==> src/rtl/cnn_pool_pkg.sv <==
// Shared types and helpers for the 2x2/stride-2 pooling engine.
package cnn_pool_pkg;

    typedef enum logic [2:0] {
        IDLE,
        RUN,
        FLUSH1,
        FLUSH2,
        DONE
    } state_t;

    localparam logic POOL_MAX = 1'b0;
    localparam logic POOL_AVG = 1'b1;

    // Wide enough for any practical sample width; callers sign-extend in and truncate out.
    localparam int SMAX_W = 64;

    function automatic logic signed [SMAX_W-1:0] smax(
        input logic signed [SMAX_W-1:0] a,
        input logic signed [SMAX_W-1:0] b
    );
        return (a >= b) ? a : b;
    endfunction

endpackage

==> src/rtl/cnn_pool2x2_engine_if.sv <==
// ap_ctrl_hs control plus BRAM-style read/write ports of the pooling engine.
interface cnn_pool2x2_engine_if #(
    parameter int DW     = 16,
    parameter int IN_AW  = 10,
    parameter int OUT_AW = 8
);
    logic              ap_start;
    logic              ap_done;
    logic              ap_idle;
    logic              ap_ready;
    logic              pool_mode;
    logic              input_r_ce0;
    logic              input_r_ce1;
    logic [IN_AW-1:0]  input_r_address0;
    logic [IN_AW-1:0]  input_r_address1;
    logic [DW-1:0]     input_r_q0;
    logic [DW-1:0]     input_r_q1;
    logic              output_r_ce0;
    logic              output_r_we0;
    logic [OUT_AW-1:0] output_r_address0;
    logic [DW-1:0]     output_r_d0;

    // Controller / memory side.
    modport master (
        output ap_start, pool_mode, input_r_q0, input_r_q1,
        input  ap_done, ap_idle, ap_ready,
        input  input_r_ce0, input_r_ce1, input_r_address0, input_r_address1,
        input  output_r_ce0, output_r_we0, output_r_address0, output_r_d0
    );

    // Engine side.
    modport slave (
        input  ap_start, pool_mode, input_r_q0, input_r_q1,
        output ap_done, ap_idle, ap_ready,
        output input_r_ce0, input_r_ce1, input_r_address0, input_r_address1,
        output output_r_ce0, output_r_we0, output_r_address0, output_r_d0
    );
endinterface

==> src/rtl/pool_pair_reduce.sv <==
// Combinational reduction of two signed samples: max and widened sum.
// The path not selected by mode is forced to zero so it does not toggle.
module pool_pair_reduce
    import cnn_pool_pkg::*;
#(
    parameter int DW = 16
) (
    input  logic signed [DW-1:0] i_a,
    input  logic signed [DW-1:0] i_b,
    input  logic                 i_mode,
    output logic signed [DW-1:0] o_max,
    output logic signed [DW:0]   o_sum
);

    assign o_max = (i_mode == POOL_MAX) ? DW'(smax(SMAX_W'(i_a), SMAX_W'(i_b))) : '0;
    assign o_sum = (i_mode == POOL_AVG) ? ((DW+1)'(i_a) + (DW+1)'(i_b)) : '0;

endmodule

==> src/rtl/cnn_pool2x2_engine.sv <==
// 2x2/stride-2 max/average pooling over a C x H x W feature map.
//
// state  | meaning
// IDLE   | waiting for ap_start; ap_idle high
// RUN    | 2N cycles of paired reads: phase 0 top row, phase 1 bottom row
// FLUSH1 | no reads; last bottom pair in the reduce stage
// FLUSH2 | no reads; last result written
// DONE   | ap_done/ap_ready pulse
module cnn_pool2x2_engine
    import cnn_pool_pkg::*;
#(
    parameter int DW     = 16,
    parameter int C      = 1,
    parameter int H      = 28,
    parameter int W      = 28,
    parameter int IN_AW  = 10,
    parameter int OUT_AW = 8
) (
    input logic                ap_clk,
    input logic                ap_rst_n,
    cnn_pool2x2_engine_if.slave bus
);

    localparam int CW = (C > 1) ? $clog2(C) : 1;
    localparam int RW = $clog2(H);
    localparam int XW = $clog2(W);

    if (C < 1 || H < 2 || W < 2 || (H % 2) != 0 || (W % 2) != 0) begin : g_geom_chk
        $error("cnn_pool2x2_engine: bad geometry");
    end
    if ((2**IN_AW) < C*H*W) begin : g_in_aw_chk
        $error("cnn_pool2x2_engine: IN_AW too small");
    end
    if ((2**OUT_AW) < (C*H*W)/4) begin : g_out_aw_chk
        $error("cnn_pool2x2_engine: OUT_AW too small");
    end

    state_t                r_state;
    state_t                w_next;
    logic                  w_idle;
    logic                  w_done;
    logic                  w_rd_en;
    logic                  w_accept;
    logic                  r_mode;
    logic                  r_phase;
    logic [CW-1:0]         r_c;
    logic [RW-1:0]         r_r;
    logic [XW-1:0]         r_x;
    logic                  w_last_x;
    logic                  w_last_r;
    logic                  w_last_c;
    logic                  w_last;
    logic [IN_AW-1:0]      w_addr0;
    logic                  r_top_v;
    logic                  r_bot_v;
    logic                  r_wr_v;
    logic signed [DW:0]    r_part;
    logic [OUT_AW-1:0]     r_wr_addr;
    logic signed [DW-1:0]  r_wr_data;
    logic signed [DW-1:0]  w_q0;
    logic signed [DW-1:0]  w_q1;
    logic signed [DW-1:0]  w_row_max;
    logic signed [DW:0]    w_row_sum;
    logic signed [DW:0]    w_row;
    logic signed [DW:0]    w_fin_max;
    logic signed [DW+1:0]  w_fin_sum;
    logic signed [DW-1:0]  w_result;

    assign w_accept = (r_state == IDLE) && bus.ap_start;
    assign w_last_x = (r_x == XW'(W-2));
    assign w_last_r = (r_r == RW'(H-2));
    assign w_last_c = (r_c == CW'(C-1));
    assign w_last   = r_phase && w_last_x && w_last_r && w_last_c;

    // State register.
    always_ff @(posedge ap_clk) begin
        if (!ap_rst_n) r_state <= IDLE;
        else           r_state <= w_next;
    end

    // Next-state and control outputs.
    always_comb begin
        w_next  = r_state;
        w_idle  = 1'b0;
        w_done  = 1'b0;
        w_rd_en = 1'b0;
        case (r_state)
            IDLE: begin
                w_idle = 1'b1;
                if (bus.ap_start) w_next = RUN;
            end
            RUN: begin
                w_rd_en = 1'b1;
                if (w_last) w_next = FLUSH1;
            end
            FLUSH1: w_next = FLUSH2;
            FLUSH2: w_next = DONE;
            DONE: begin
                w_done = 1'b1;
                w_next = IDLE;
            end
            default: w_next = IDLE;
        endcase
    end

    // Scan position: phase within the pair, then column, row, channel.
    always_ff @(posedge ap_clk) begin
        if (!ap_rst_n) begin
            r_mode  <= POOL_MAX;
            r_phase <= 1'b0;
            r_c     <= '0;
            r_r     <= '0;
            r_x     <= '0;
        end else begin
            if (w_accept) r_mode <= bus.pool_mode;
            if (r_state == RUN) begin
                r_phase <= ~r_phase;
                if (r_phase) begin
                    if (w_last_x) begin
                        r_x <= '0;
                        if (w_last_r) begin
                            r_r <= '0;
                            r_c <= w_last_c ? '0 : r_c + CW'(1);
                        end else begin
                            r_r <= r_r + RW'(2);
                        end
                    end else begin
                        r_x <= r_x + XW'(2);
                    end
                end
            end
        end
    end

    // Address of the left sample of the current pair; the row below is selected by phase.
    assign w_addr0 = IN_AW'(32'(r_c) * 32'(H*W) + (32'(r_r) + 32'(r_phase)) * 32'(W) + 32'(r_x));

    assign bus.input_r_ce0      = w_rd_en;
    assign bus.input_r_ce1      = w_rd_en;
    assign bus.input_r_address0 = w_rd_en ? w_addr0 : '0;
    assign bus.input_r_address1 = w_rd_en ? (w_addr0 + IN_AW'(1)) : '0;

    assign w_q0 = signed'(bus.input_r_q0);
    assign w_q1 = signed'(bus.input_r_q1);

    pool_pair_reduce #(.DW(DW)) u_row (
        .i_a    (w_q0),
        .i_b    (w_q1),
        .i_mode (r_mode),
        .o_max  (w_row_max),
        .o_sum  (w_row_sum)
    );

    // Max and sum share one DW+1 lane; the mode decides which one it carries.
    assign w_row = (r_mode == POOL_AVG) ? w_row_sum : (DW+1)'(w_row_max);

    pool_pair_reduce #(.DW(DW+1)) u_fin (
        .i_a    (r_part),
        .i_b    (w_row),
        .i_mode (r_mode),
        .o_max  (w_fin_max),
        .o_sum  (w_fin_sum)
    );

    // Arithmetic shift floors toward -inf; the quotient always fits back in DW.
    assign w_result = (r_mode == POOL_AVG) ? DW'(w_fin_sum >>> 2) : DW'(w_fin_max);

    // Read-return pipeline: top pair into the partial, bottom pair into the result, then write.
    always_ff @(posedge ap_clk) begin
        if (!ap_rst_n) begin
            r_top_v   <= 1'b0;
            r_bot_v   <= 1'b0;
            r_wr_v    <= 1'b0;
            r_part    <= '0;
            r_wr_addr <= '0;
            r_wr_data <= '0;
        end else begin
            r_top_v <= (r_state == RUN) && !r_phase;
            r_bot_v <= (r_state == RUN) && r_phase;
            r_wr_v  <= r_bot_v;
            if (r_top_v) r_part <= w_row;
            if (r_bot_v) r_wr_data <= w_result;
            if (w_accept)    r_wr_addr <= '0;
            else if (r_wr_v) r_wr_addr <= r_wr_addr + OUT_AW'(1);
        end
    end

    assign bus.output_r_ce0      = r_wr_v;
    assign bus.output_r_we0      = r_wr_v;
    assign bus.output_r_address0 = r_wr_addr;
    assign bus.output_r_d0       = r_wr_data;

    assign bus.ap_idle  = w_idle;
    assign bus.ap_done  = w_done;
    assign bus.ap_ready = w_done;

endmodule

==> src/flat_wrapper.sv <==
// flat-port wrapper written by rule: the top's interface ports become plain ports
module cnn_pool2x2_engine_flat import cnn_pool_pkg::*;
#(
    parameter int DW     = 16,
    parameter int C      = 1,
    parameter int H      = 28,
    parameter int W      = 28,
    parameter int IN_AW  = 10,
    parameter int OUT_AW = 8
)
  (ap_clk, ap_rst_n, bus_ap_start, bus_pool_mode, bus_input_r_q0, bus_input_r_q1, bus_ap_done, bus_ap_idle, bus_ap_ready, bus_input_r_ce0, bus_input_r_ce1, bus_input_r_address0, bus_input_r_address1, bus_output_r_ce0, bus_output_r_we0, bus_output_r_address0, bus_output_r_d0);
  cnn_pool2x2_engine_if #(.DW(DW), .IN_AW(IN_AW), .OUT_AW(OUT_AW)) bus_i ();
  input logic ap_clk;
  input logic ap_rst_n;
  input wire logic [$bits(bus_i.ap_start)-1:0] bus_ap_start;
  input wire logic [$bits(bus_i.pool_mode)-1:0] bus_pool_mode;
  input wire logic [$bits(bus_i.input_r_q0)-1:0] bus_input_r_q0;
  input wire logic [$bits(bus_i.input_r_q1)-1:0] bus_input_r_q1;
  output wire logic [$bits(bus_i.ap_done)-1:0] bus_ap_done;
  output wire logic [$bits(bus_i.ap_idle)-1:0] bus_ap_idle;
  output wire logic [$bits(bus_i.ap_ready)-1:0] bus_ap_ready;
  output wire logic [$bits(bus_i.input_r_ce0)-1:0] bus_input_r_ce0;
  output wire logic [$bits(bus_i.input_r_ce1)-1:0] bus_input_r_ce1;
  output wire logic [$bits(bus_i.input_r_address0)-1:0] bus_input_r_address0;
  output wire logic [$bits(bus_i.input_r_address1)-1:0] bus_input_r_address1;
  output wire logic [$bits(bus_i.output_r_ce0)-1:0] bus_output_r_ce0;
  output wire logic [$bits(bus_i.output_r_we0)-1:0] bus_output_r_we0;
  output wire logic [$bits(bus_i.output_r_address0)-1:0] bus_output_r_address0;
  output wire logic [$bits(bus_i.output_r_d0)-1:0] bus_output_r_d0;
  assign bus_i.ap_start = bus_ap_start;
  assign bus_i.pool_mode = bus_pool_mode;
  assign bus_i.input_r_q0 = bus_input_r_q0;
  assign bus_i.input_r_q1 = bus_input_r_q1;
  assign bus_ap_done = bus_i.ap_done;
  assign bus_ap_idle = bus_i.ap_idle;
  assign bus_ap_ready = bus_i.ap_ready;
  assign bus_input_r_ce0 = bus_i.input_r_ce0;
  assign bus_input_r_ce1 = bus_i.input_r_ce1;
  assign bus_input_r_address0 = bus_i.input_r_address0;
  assign bus_input_r_address1 = bus_i.input_r_address1;
  assign bus_output_r_ce0 = bus_i.output_r_ce0;
  assign bus_output_r_we0 = bus_i.output_r_we0;
  assign bus_output_r_address0 = bus_i.output_r_address0;
  assign bus_output_r_d0 = bus_i.output_r_d0;
  cnn_pool2x2_engine #(.DW(DW), .C(C), .H(H), .W(W), .IN_AW(IN_AW), .OUT_AW(OUT_AW)) u_core (.ap_clk(ap_clk), .ap_rst_n(ap_rst_n), .bus(bus_i));
endmodule
==> config.mk <==
export PLATFORM = sky130hd
export DESIGN_NAME = cnn_pool2x2_engine_flat
export DESIGN_NICKNAME = d
export VERILOG_FILES = /design/src/rtl/cnn_pool_pkg.sv /design/src/rtl/cnn_pool2x2_engine_if.sv /design/src/rtl/pool_pair_reduce.sv /design/src/rtl/cnn_pool2x2_engine.sv /design/src/flat_wrapper.sv
export SDC_FILE = /design/constraint.sdc
export NUM_CORES = 1
export LEC_CHECK = 0
export ABC_AREA = 1
export CAP_MARGIN = 5
export CORE_MARGIN = 4
export CORE_UTILIZATION = 50
export DETAILED_ROUTE_END_ITERATION = 6
export GPL_TIMING_DRIVEN = 0
export HOLD_SLACK_MARGIN = 0.02
export PLACE_DENSITY = 0.72
export SLEW_MARGIN = 30
export SYNTH_ARGS = -nofsm -noshare
export SYNTH_HDL_FRONTEND = slang
export SYNTH_SLANG_ARGS = --single-unit
==> constraint.sdc <==
create_clock -name ap_clk -period 6.35 [get_ports ap_clk]
set_input_delay 1.27 -clock ap_clk [delete_from_list [all_inputs] [get_ports ap_clk]]
set_output_delay 1.27 -clock ap_clk [all_outputs]
set_load 0.1 [all_outputs]
## After elaboration in Yosys (flattened, before gate mapping)

Cells that the tools add are included.

| storage, ports and cells | value |
|---|---|
| output and inout bits | 51 |
| word-level logic and storage cells | 65 |
| bits of input ports | 36 |
| register bits | 60 |

| operators by class | value |
|---|---|
| reduce and logical (&&, ||, !) cells | 13 |
| $mul | 2 |
| bitwise gates (word level) | 3 |
| equal/unequal tests | 8 |
| order comparisons | 2 |
| multiplexer cells | 15 |
| add/subtract/negate cells | 10 |

Operators with widths:

| operator | number |
|---|---|
| $mux W16 | 3 |
| $mul A32 B3 Y8 const B | 1 |
| $mux W10 | 2 |
| $add A17 B17 Y18 | 1 |
| $add A16 B16 Y17 | 1 |
| $ge A17 B17 Y1 | 1 |
| $mux W17 | 1 |
| $ge A16 B16 Y1 | 1 |
| $pmux W3 S4 | 1 |
| $add A10 B1 Y10 const B | 1 |
| $add A10 B10 Y10 | 1 |
| $add A10 B5 Y10 | 1 |
| $add A5 B2 Y5 const B | 2 |
| $eq A5 B5 Y1 const B | 2 |
| $mux W5 | 2 |
| $add A8 B1 Y8 const B | 1 |
| $add A5 B1 Y6 | 1 |
| $eq A3 B2 Y1 const B | 2 |
| $logic_and A1 B1 Y1 | 6 |
| $mul A1 B6 Y6 const B | 1 |
| $mux W3 | 2 |
| $mux W1 | 4 |
| $reduce_and A2 Y1 | 2 |
| $reduce_and A4 Y1 | 1 |
| 10 further kinds | 12 |

## Logic depth before layout (Yosys ltp)

Gate-level depths: netlist of the first run.

| logic depth | value |
|---|---|
| word-level depth | 6 |
| gate-level depth with buffers | 33 |
| mapped depth without buffers | 33 |

## By module

A second synthesis of the first run with hierarchy kept.

| unflattened totals | value |
|---|---|
| cell total of the unflattened synthesis | 1124 |
| area, all modules | 7049.3 µm² |

Modules (own cells, without submodules):

| module | cells each | seq. area each (µm²) | times used | area each (µm²) |
|---|---|---|---|---|
| cnn_pool2x2_engine | 473 | 1141.1 | 1 | 3289.4 |
| pool_pair_reduce at u_core.u_fin | 346 | 0.0 | 1 | 2064.5 |
| pool_pair_reduce at u_core.u_row | 305 | 0.0 | 1 | 1695.4 |

## Worst setup path after synthesis of the first run

Ideal clock, no wire load.

| timing | value |
|---|---|
| path kind | reg-to-output |
| start point | register u_core.r_r[2] |
| end point | output bus_input_r_address0[9] |
| data required time | 5.080 ns |
| path slack | 0.863 ns |
| path buffers | 1 |
| data arrival time | 4.217 ns |
| stages on the path, launching flop included | 16 |
| path through | dfxtp_1 clkbuf_1 fa_1 ha_1 ha_1 inv_1 fa_1 inv_1 nand2_1 inv_1 o21ai_0 nor2_1 inv_1 nor2_1 o21ai_0 a21oi_1 |

| between the ends | value |
|---|---|
| longest elaborated chain between the ends | 5 |

RTL lines:

| element | line | source |
|---|---|---|
| from (decl) | cnn_pool2x2_engine.sv:47 | `logic [RW-1:0] r_r;` |
| from (signal assigned) | cnn_pool2x2_engine.sv:125 | `r_r <= r_r + RW'(2);` |
| $add A5 B1 Y6 | cnn_pool2x2_engine.sv:136 | `assign w_addr0 = IN_AW'(32'(r_c) * 32'(H*W) + (32'(r_r) + 32'(r_phase)) * 32'(W) + 32'(r_x));` |
| $mul A32 B3 Y8 | cnn_pool2x2_engine.sv:136 |  |
| $add A10 B10 Y10 | cnn_pool2x2_engine.sv:136 |  |
| $add A10 B5 Y10 | cnn_pool2x2_engine.sv:136 |  |
| $mux W10 | cnn_pool2x2_engine.sv:140 | `assign bus.input_r_address0 = w_rd_en ? w_addr0 : '0;` |
| to (decl) | flat_wrapper.sv:24 | `output wire logic [$bits(bus_i.input_r_address0)-1:0] bus_input_r_address0;` |

Every way passes these cells.

## Final worst setup path of the first run

| timing | value |
|---|---|
| start point | register u_core.r_r[2] |
| end point | output bus_input_r_address1[9] |

| between the ends | value |
|---|---|
| longest elaborated chain between the ends | 6 |

RTL lines:

| element | line | source |
|---|---|---|
| $add A5 B1 Y6 | cnn_pool2x2_engine.sv:136 |  |
| $mul A32 B3 Y8 | cnn_pool2x2_engine.sv:136 |  |
| $add A10 B10 Y10 | cnn_pool2x2_engine.sv:136 |  |
| $add A10 B5 Y10 | cnn_pool2x2_engine.sv:136 |  |
| $add A10 B1 Y10 | cnn_pool2x2_engine.sv:141 | `assign bus.input_r_address1 = w_rd_en ? (w_addr0 + IN_AW'(1)) : '0;` |
| $mux W10 | cnn_pool2x2_engine.sv:141 |  |
| to (decl) | flat_wrapper.sv:25 | `output wire logic [$bits(bus_i.input_r_address1)-1:0] bus_input_r_address1;` |

Every way passes these cells.

==> results of run 1 <==
==> per-layer routing <==
| layer | wire length, um | vias to the layer above |
|---|---|---|
| met5 | 0 | - |
| met4 | 439 | 0 |
| met3 | 880 | 26 |
| met2 | 7270 | 191 |
| met1 | 8140 | 2879 |
| li1 | - | 3332 |
==> metrics by stage <==
step	total power, mW	cell area, um2
final	1.51	7580
after global routing	1.61	7580
after CTS	1.51	7580
after detailed placement	1.07	7320
after global placement	1.06	7320
after floorplan	0.892	6260
==> layout make-up <==
class                           count  share of cell area, %
Multi-Input combinational cell    703                   56.0
Sequential cell                    57                   15.0
Timing Repair Buffer               85                   11.2
Inverter                          180                   8.91
Clock buffer                       12                   3.25
Tap cell                          168                   2.77
Buffer                             31                   2.54
Clock inverter                      3                  0.231
==> critical path, delay by kind of cell (launching register included) <==
family                   cells  cell delay [ps]
AO/OA/AOI/OAI                3              410
buffers and inverters        6             1610
AND/OR/NAND/NOR              3              340
flip-flops                   1              420
adder cells (fa/ha/maj)      4             1410
==> worst min path at each step <==
stage	startpoint	end	slack [ps]
6_report	u_core.bus.output_r_address0[7]	u_core.bus.output_r_address0[7]	460
3_5_place_dp	u_core.bus.output_r_address0[7]	u_core.bus.output_r_address0[7]	460
4_1_cts	u_core.bus.output_r_address0[7]	u_core.bus.output_r_address0[7]	470
5_1_grt	u_core.bus.output_r_address0[7]	u_core.bus.output_r_address0[7]	500
2_1_floorplan	u_core.r_state[2]	u_core.r_state[2]	450
3_3_place_gp	u_core.bus.output_r_address0[7]	u_core.bus.output_r_address0[7]	450
==> synth_stat cells (2+ instances only) <==
cell type	count	area, um2
nand4_1	12	75.1
clkbuf_1	15	56.3
xnor2_1	2	17.5
a21o_1	5	37.5
nand3_2	2	20.0
nand2_1	161	604
a21boi_0	2	15.0
or2_2	5	31.3
fa_1	8	160
inv_2	3	11.3
inv_1	176	661
a211oi_1	3	22.5
dfxtp_1	57	1140
nor4_1	3	18.8
nor2_2	2	12.5
buf_4	8	60.1
a21oi_1	110	551
xor2_1	6	52.6
o21ai_2	2	17.5
nand3_1	66	330
ha_1	86	1080
nand2_2	14	87.6
buf_2	2	10.0
o211ai_2	10	125
o21ai_1	11	55.1
a31oi_1	2	12.5
nor3_2	3	30.0
nor3_1	13	65.1
o21ai_0	65	325
o21bai_1	5	37.5
nor2_1	88	330
conb_1	2	7.51
buf_6	3	33.8
nor3b_1	4	30.0
==> cell families (layout without fill, tap and decap cells) <==
logic type	after synthesis	after routing	synth area share, %
other cells	2	4	0.120
flops	57	57	18.3
xor+xnor	8	8	1.12
buf+inv	211	311	13.9
simple gates	377	377	26.9
fa+ha+maj	94	94	19.8
mux	1	1	0.160
compound gates	219	219	19.7
==> power by group through the flow <==
stage	Combinational (mW)	Sequential (mW)	Clock [mW]
floorplan	0.484	0.408	0
global placement	0.670	0.392	0
detailed placement	0.674	0.392	0
CTS	0.679	0.385	0.441
global route	0.764	0.387	0.454
finish	0.686	0.385	0.436
==> registers in the layout (all words and copies together), names as in the netlist, 3 cells and up <==
name and cells:
u_core.bus.output_r_d0 16, u_core.r_part 17, u_core.r_state 3, u_core.bus.output_r_address0 8, u_core.r_r 4, u_core.r_x 4
==> run summary, run 1 <==
Setup TNS = 0 ps
Antenna Violating Nets Remaining = 0
GR Util met2 = 37.1%
clock latency on the worst-skew pair = 330 ps
pre-CTS setup slack = 561 ps
max_slew headroom = 34.2%
Post-synth ARST share = 0%
total grt overflow = 0
first-pass GRT wire length = 27800 um
WP data arrival = 4510 ps
final hold violation count = 0
final core occ = 62.6%
peak supply drop = 0.000126 V
crit path from = u_core.r_r[2]
Clock Power Share = 28.9%
IO buf count = 85
area of the multi-input gates = 0.00425 mm2
Post-synth EDFFs = 0
residual DRC count = 0
register share of total power = 25.6%
pins over their slew limit = 0
Initial Util = 51.6%
max-cap viol count = 0
Yosys warning count = 0
crit start category = flip-flop
Placed Instances = 1224
CP Capture Point = bus_input_r_address1[9]
crit path kind = reg2out
switching pwr = 0.640 mW
crit end category = output port
Hold Path Class = reg2reg
row count = 40
smallest setup slack after layout = 568 ps
Inserted Clock Buffers = 9
Slowest-stage cell, CP = clkdlybuf4s50_1
fmax = 173 MHz
Post-CTS Resized = 0
Clock Sink Count = 57
postcts setup bufs = 0
crit path max fanout = 6
Slew @ Worst Pin = 985 ps
Most Crowded Layer GR = met2
top_reg_cell synth = dfxtp_1
Clock Pin Slew Worst Setup and Hold Paths = 50 ps
synthesized area per cell = 6.45 um2
vias in the first global route = 5834
clock period minus worst slack = 5780 ps
Starting DRT DRC Count = 447
Die Ht = 120 um
final worst path period share = 91.1%
Worst Path Required = 5080 ps
via count = 6428
H-tree levels = 3
layout cell share with drive strength beyond 1 = 6.72%
Critical Path Most Common Cell = inv_1
Syn Inst Count = 969
most frequent cells in the layout = inv_1 (176), nand2_1 (161), a21oi_1 (110)
FF-to-FF path depth = 19
Final #Nets = 1197
largest net degree at the start of global routing = 11
# IOs = 87
sequential fraction of the synthesis area = 18.3%
Yosys reg bits = 57
global-route usage over all layers = 23.6%
Pre-antenna DRT Iters = 5
slowest stage delay, CP = 1150 ps
Max Root-Sink Buffers = 2
status = completed
total core area = 0.0121 mm2
reg2reg setup slack = 2630 ps
P per Cell Area = 199 mW/mm2
internal power = 0.867 mW
final setup fails = 0
Routability Congestion = 1.00
final WL = 16700 um
commonest non-fill, non-tap cell in the layout = inv_1
Reg-to-Reg End = u_core.bus.output_r_d0[12]
hold depth = 2
Seq. cell area = 0.00114 mm2
Root Driver = clkbuf_16
Vias/cell = 5.19
CTS tree = built
Area growth syn-to-layout = 21.3%
die area = 0.0144 mm2
post-DP HPWL = 13400 um
count of cell types in the netlist = 47
hold buffers post-CTS = 0
Worst Skew = 6.99 ps
unrepaired setup endpoints after global routing = false
Worst R2R Start = u_core.r_mode
met3 Track Usage GR = 2.78%
switch share = 42.5%
Fill cells = 1232
Die Wd = 120 um
post-route non-filler standard cell count = 1239
cells along the critical path = clkbuf_1 -> fa_1 -> ha_1 -> ha_1 -> inv_1 -> fa_1 -> inv_1 -> nand2_1 -> inv_1 -> o21ai_0 -> nor2_1 -> inv_1 -> nor2_1 -> o21ai_0 -> a21oi_1 -> clkdlybuf4s50_1
diode count = 0
Mapped Area = 0.00625 mm2
routing usage on met1 = 33.5%
WL per Instance = 13.5 um
Leak = 3.81 nW
Logic pwr share = 45.5%
Hold Worst Slack = 462 ps
initial antenna violation count = 0
(Power assumes the default switching activity.)
==> run 2: changes to the inputs <==
--- a/config.mk
+++ b/config.mk
@@ -13,7 +13,7 @@
 export GPL_TIMING_DRIVEN = 0
 export HOLD_SLACK_MARGIN = 0.02
 export PLACE_DENSITY = 0.72
-export SLEW_MARGIN = 30
+export SLEW_MARGIN = 20
 export SYNTH_ARGS = -nofsm -noshare
 export SYNTH_HDL_FRONTEND = slang
 export SYNTH_SLANG_ARGS = --single-unit
==> results of run 2 <==
Same layout as run 1: the final DEF is identical, and so are final timing and power.
==> run 3: changes to the inputs <==
--- a/config.mk
+++ b/config.mk
@@ -7,12 +7,14 @@
 export LEC_CHECK = 0
 export ABC_AREA = 1
 export CAP_MARGIN = 5
+export CELL_PAD_IN_SITES_DETAIL_PLACEMENT = 0
+export CELL_PAD_IN_SITES_GLOBAL_PLACEMENT = 1
 export CORE_MARGIN = 4
-export CORE_UTILIZATION = 50
+export CORE_UTILIZATION = 43
 export DETAILED_ROUTE_END_ITERATION = 6
 export GPL_TIMING_DRIVEN = 0
 export HOLD_SLACK_MARGIN = 0.02
-export PLACE_DENSITY = 0.72
+export PLACE_DENSITY = 0.86
 export SLEW_MARGIN = 20
 export SYNTH_ARGS = -nofsm -noshare
 export SYNTH_HDL_FRONTEND = slang
==> run 3 against run 2 <==
Worst setup slack worse by 22 ps; global-route usage down 1.6 points; critical path depth unchanged.
==> run summary, run 3 (synthesis results as in run 1) <==
Worst Path Required = 5080 ps (about the same)
pins over their slew limit = 0 (unchanged)
Antenna Violating Nets Remaining = 0 (unchanged)
clock latency on the worst-skew pair = 330 ps (about the same)
first-pass GRT wire length = 29300 um (+5.6%)
max-cap viol count = 0 (unchanged)
placed instance area = 0.00733 mm2 (+0.21%)
IO buf count = 85 (unchanged)
crit start category = flip-flop
peak supply drop = 0.000125 V (-0.77%)
P per Cell Area = 211 mW/mm2 (+6.1%)
Worst R2R Start = u_core.r_mode
crit end category = output port
register share of total power = 23.8% (-1.8 points)
crit path kind = reg2out
Starting DRT DRC Count = 488 (+9.2%)
residual DRC count = 0 (unchanged)
unrepaired setup endpoints after global routing = false
internal power = 0.959 mW (+11%)
via count = 6303 (-1.9%)
Routability Congestion = 0.897 (-11%)
WL per Instance = 14.4 um (+6.2%)
Biggest register = u_core.r_part
Pre-antenna DRT Iters = 7 (+2)
final hold violation count = 0 (unchanged)
Leak = 3.84 nW (+0.87%)
Hold Worst Slack = 466 ps (+3.79 ps)
initial antenna violation count = 0 (unchanged)
Final #Nets = 1197 (unchanged)
WP data arrival = 4530 ps (+20 ps)
Fill cells = 1464 (+19%)
crit path max fanout = 6 (unchanged)
slowest stage delay, CP = 1150 ps (about the same)
reg2reg setup slack = 2580 ps (-50 ps)
clock period minus worst slack = 5800 ps (+21.5 ps)
Seq. cell area = 0.00114 mm2 (unchanged)
cells along the critical path = clkbuf_1 -> fa_1 -> ha_1 -> ha_1 -> inv_1 -> fa_1 -> inv_1 -> nand2_1 -> inv_1 -> o21ai_0 -> nor2_1 -> inv_1 -> nor2_1 -> o21ai_0 -> a21oi_1 -> clkdlybuf4s50_1
Clock Sink Count = 57 (unchanged)
Slew @ Worst Pin = 982 ps (-2.32 ps)
area of the multi-input gates = 0.00425 mm2 (unchanged)
Logic pwr share = 42.9% (-2.6 points)
max_slew headroom = 34.3% (+0.15 points)
fin area = 0.00766 mm2 (+1.1%)
Area growth syn-to-layout = 22.6%
Critical Path Most Common Cell = inv_1
Die Ht = 129 um (+7.3%)
status = completed
Clock Pin Slew Worst Setup and Hold Paths = 50 ps (about the same)
Root Driver = clkbuf_16
most frequent cells in the layout = inv_1 (176), nand2_1 (161), a21oi_1 (110)
min-delay src = u_core.bus.output_r_address0[7]
row count = 43 (+7.5%)
# IOs = 87 (unchanged)
die area = 0.0165 mm2 (+15%)
total core area = 0.0140 mm2 (+16%)
Inserted Clock Buffers = 9 (unchanged)
final setup fails = 0 (unchanged)
hold buffers post-CTS = 0 (unchanged)
H-tree levels = 3 (unchanged)
Largest register FFs = 17 (unchanged)
crit path from = u_core.r_r[2]
switching pwr = 0.656 mW (+2.5%)
Vias/cell = 5.03 (-3.0%)
Slowest-stage cell, CP = clkdlybuf4s50_1
global-route usage over all layers = 22.0% (-1.6 points)
Worst Skew = 5.61 ps (-1.37 ps)
largest net degree at the start of global routing = 11 (unchanged)
postcts setup bufs = 0 (unchanged)
Max Root-Sink Buffers = 2 (unchanged)
fmax = 172 MHz (-0.37%)
commonest non-fill, non-tap cell in the layout = inv_1
total grt overflow = 0 (unchanged)
vias in the first global route = 5893 (+1.0%)
Post-CTS Resized = 0 (unchanged)
Clock Power Share = 33.2% (+4.3 points)
Hold Path Class = reg2reg
Initial Util = 44.5% (-7.1 points)
CTS tree = built
final worst path period share = 91.4% (+0.34 points)
Die Wd = 129 um (+7.3%)
Setup TNS = 0 ps (unchanged)
post-DP HPWL = 14400 um (+7.5%)
final WL = 18000 um (+7.4%)
final core occ = 54.6% (-8.0 points)
switch share = 40.6% (-1.9 points)
layout cell share with drive strength beyond 1 = 7.00% (+0.27 points)
diode count = 0 (unchanged)
==> run 3: path summary, 6_finish.rpt <==
path,end,cells past startpoint
setup reg to reg,u_core.bus.output_r_d0[11],19
hold / removal,u_core.bus.output_r_address0[7],2
setup / recovery,bus_input_r_address1[9],16
hold reg to reg,u_core.bus.output_r_address0[7],2
==> run 3: routing by layer <==
metal | track usage (%) | up-vias | part of all wire, %
met2 | 34.2 | 163 | 43
met3 | 3.32 | 20 | 5.0
met4 | 5.31 | 0 | 2.0
li1 | - | 3321 | -
met5 | 0 | - | 0
met1 | 32.0 | 2799 | 50
==> run 3: area by class of cell <==
| type | instances | area share [%] |
|---|---|---|
| well taps | 180 | 2.94 |
| inverters | 180 | 8.82 |
| clock buffers | 11 | 3.30 |
| multi-input cells | 703 | 55.4 |
| repair buffers | 85 | 11.1 |
| plain buffers | 31 | 2.51 |
| flip-flops and latches | 57 | 14.9 |
| clock inverters | 5 | 1.01 |
==> run 3: power groups by stage <==
stage	registers, mW	logic, mW	clock network [mW]
final	0.385	0.694	0.537
after global routing	0.387	0.776	0.562
after CTS	0.385	0.690	0.546
after detailed placement	0.393	0.686	0
after global placement	0.392	0.685	0
after floorplan	0.408	0.484	0
==> run 3: worst max-delay path, delay by kind of cell (launching register included) <==
family,cells,cell delay (ps)
DFF,1,420
buffers and inverters,6,1600
and+or+nand+nor,3,350
adders and majority gates,4,1430
AOI/OAI and AO/OA,3,420
==> run 3: through the flow <==
stage | worst slack (ps) | instances | power [mW]
detailed placement | 494 | 1236 | 1.08
global route | 181 | 1252 | 1.73
global placement | 473 | 1236 | 1.08
floorplan | 863 | 971 | 0.892
finish | 546 | 1252 | 1.62
CTS | 503 | 1252 | 1.62
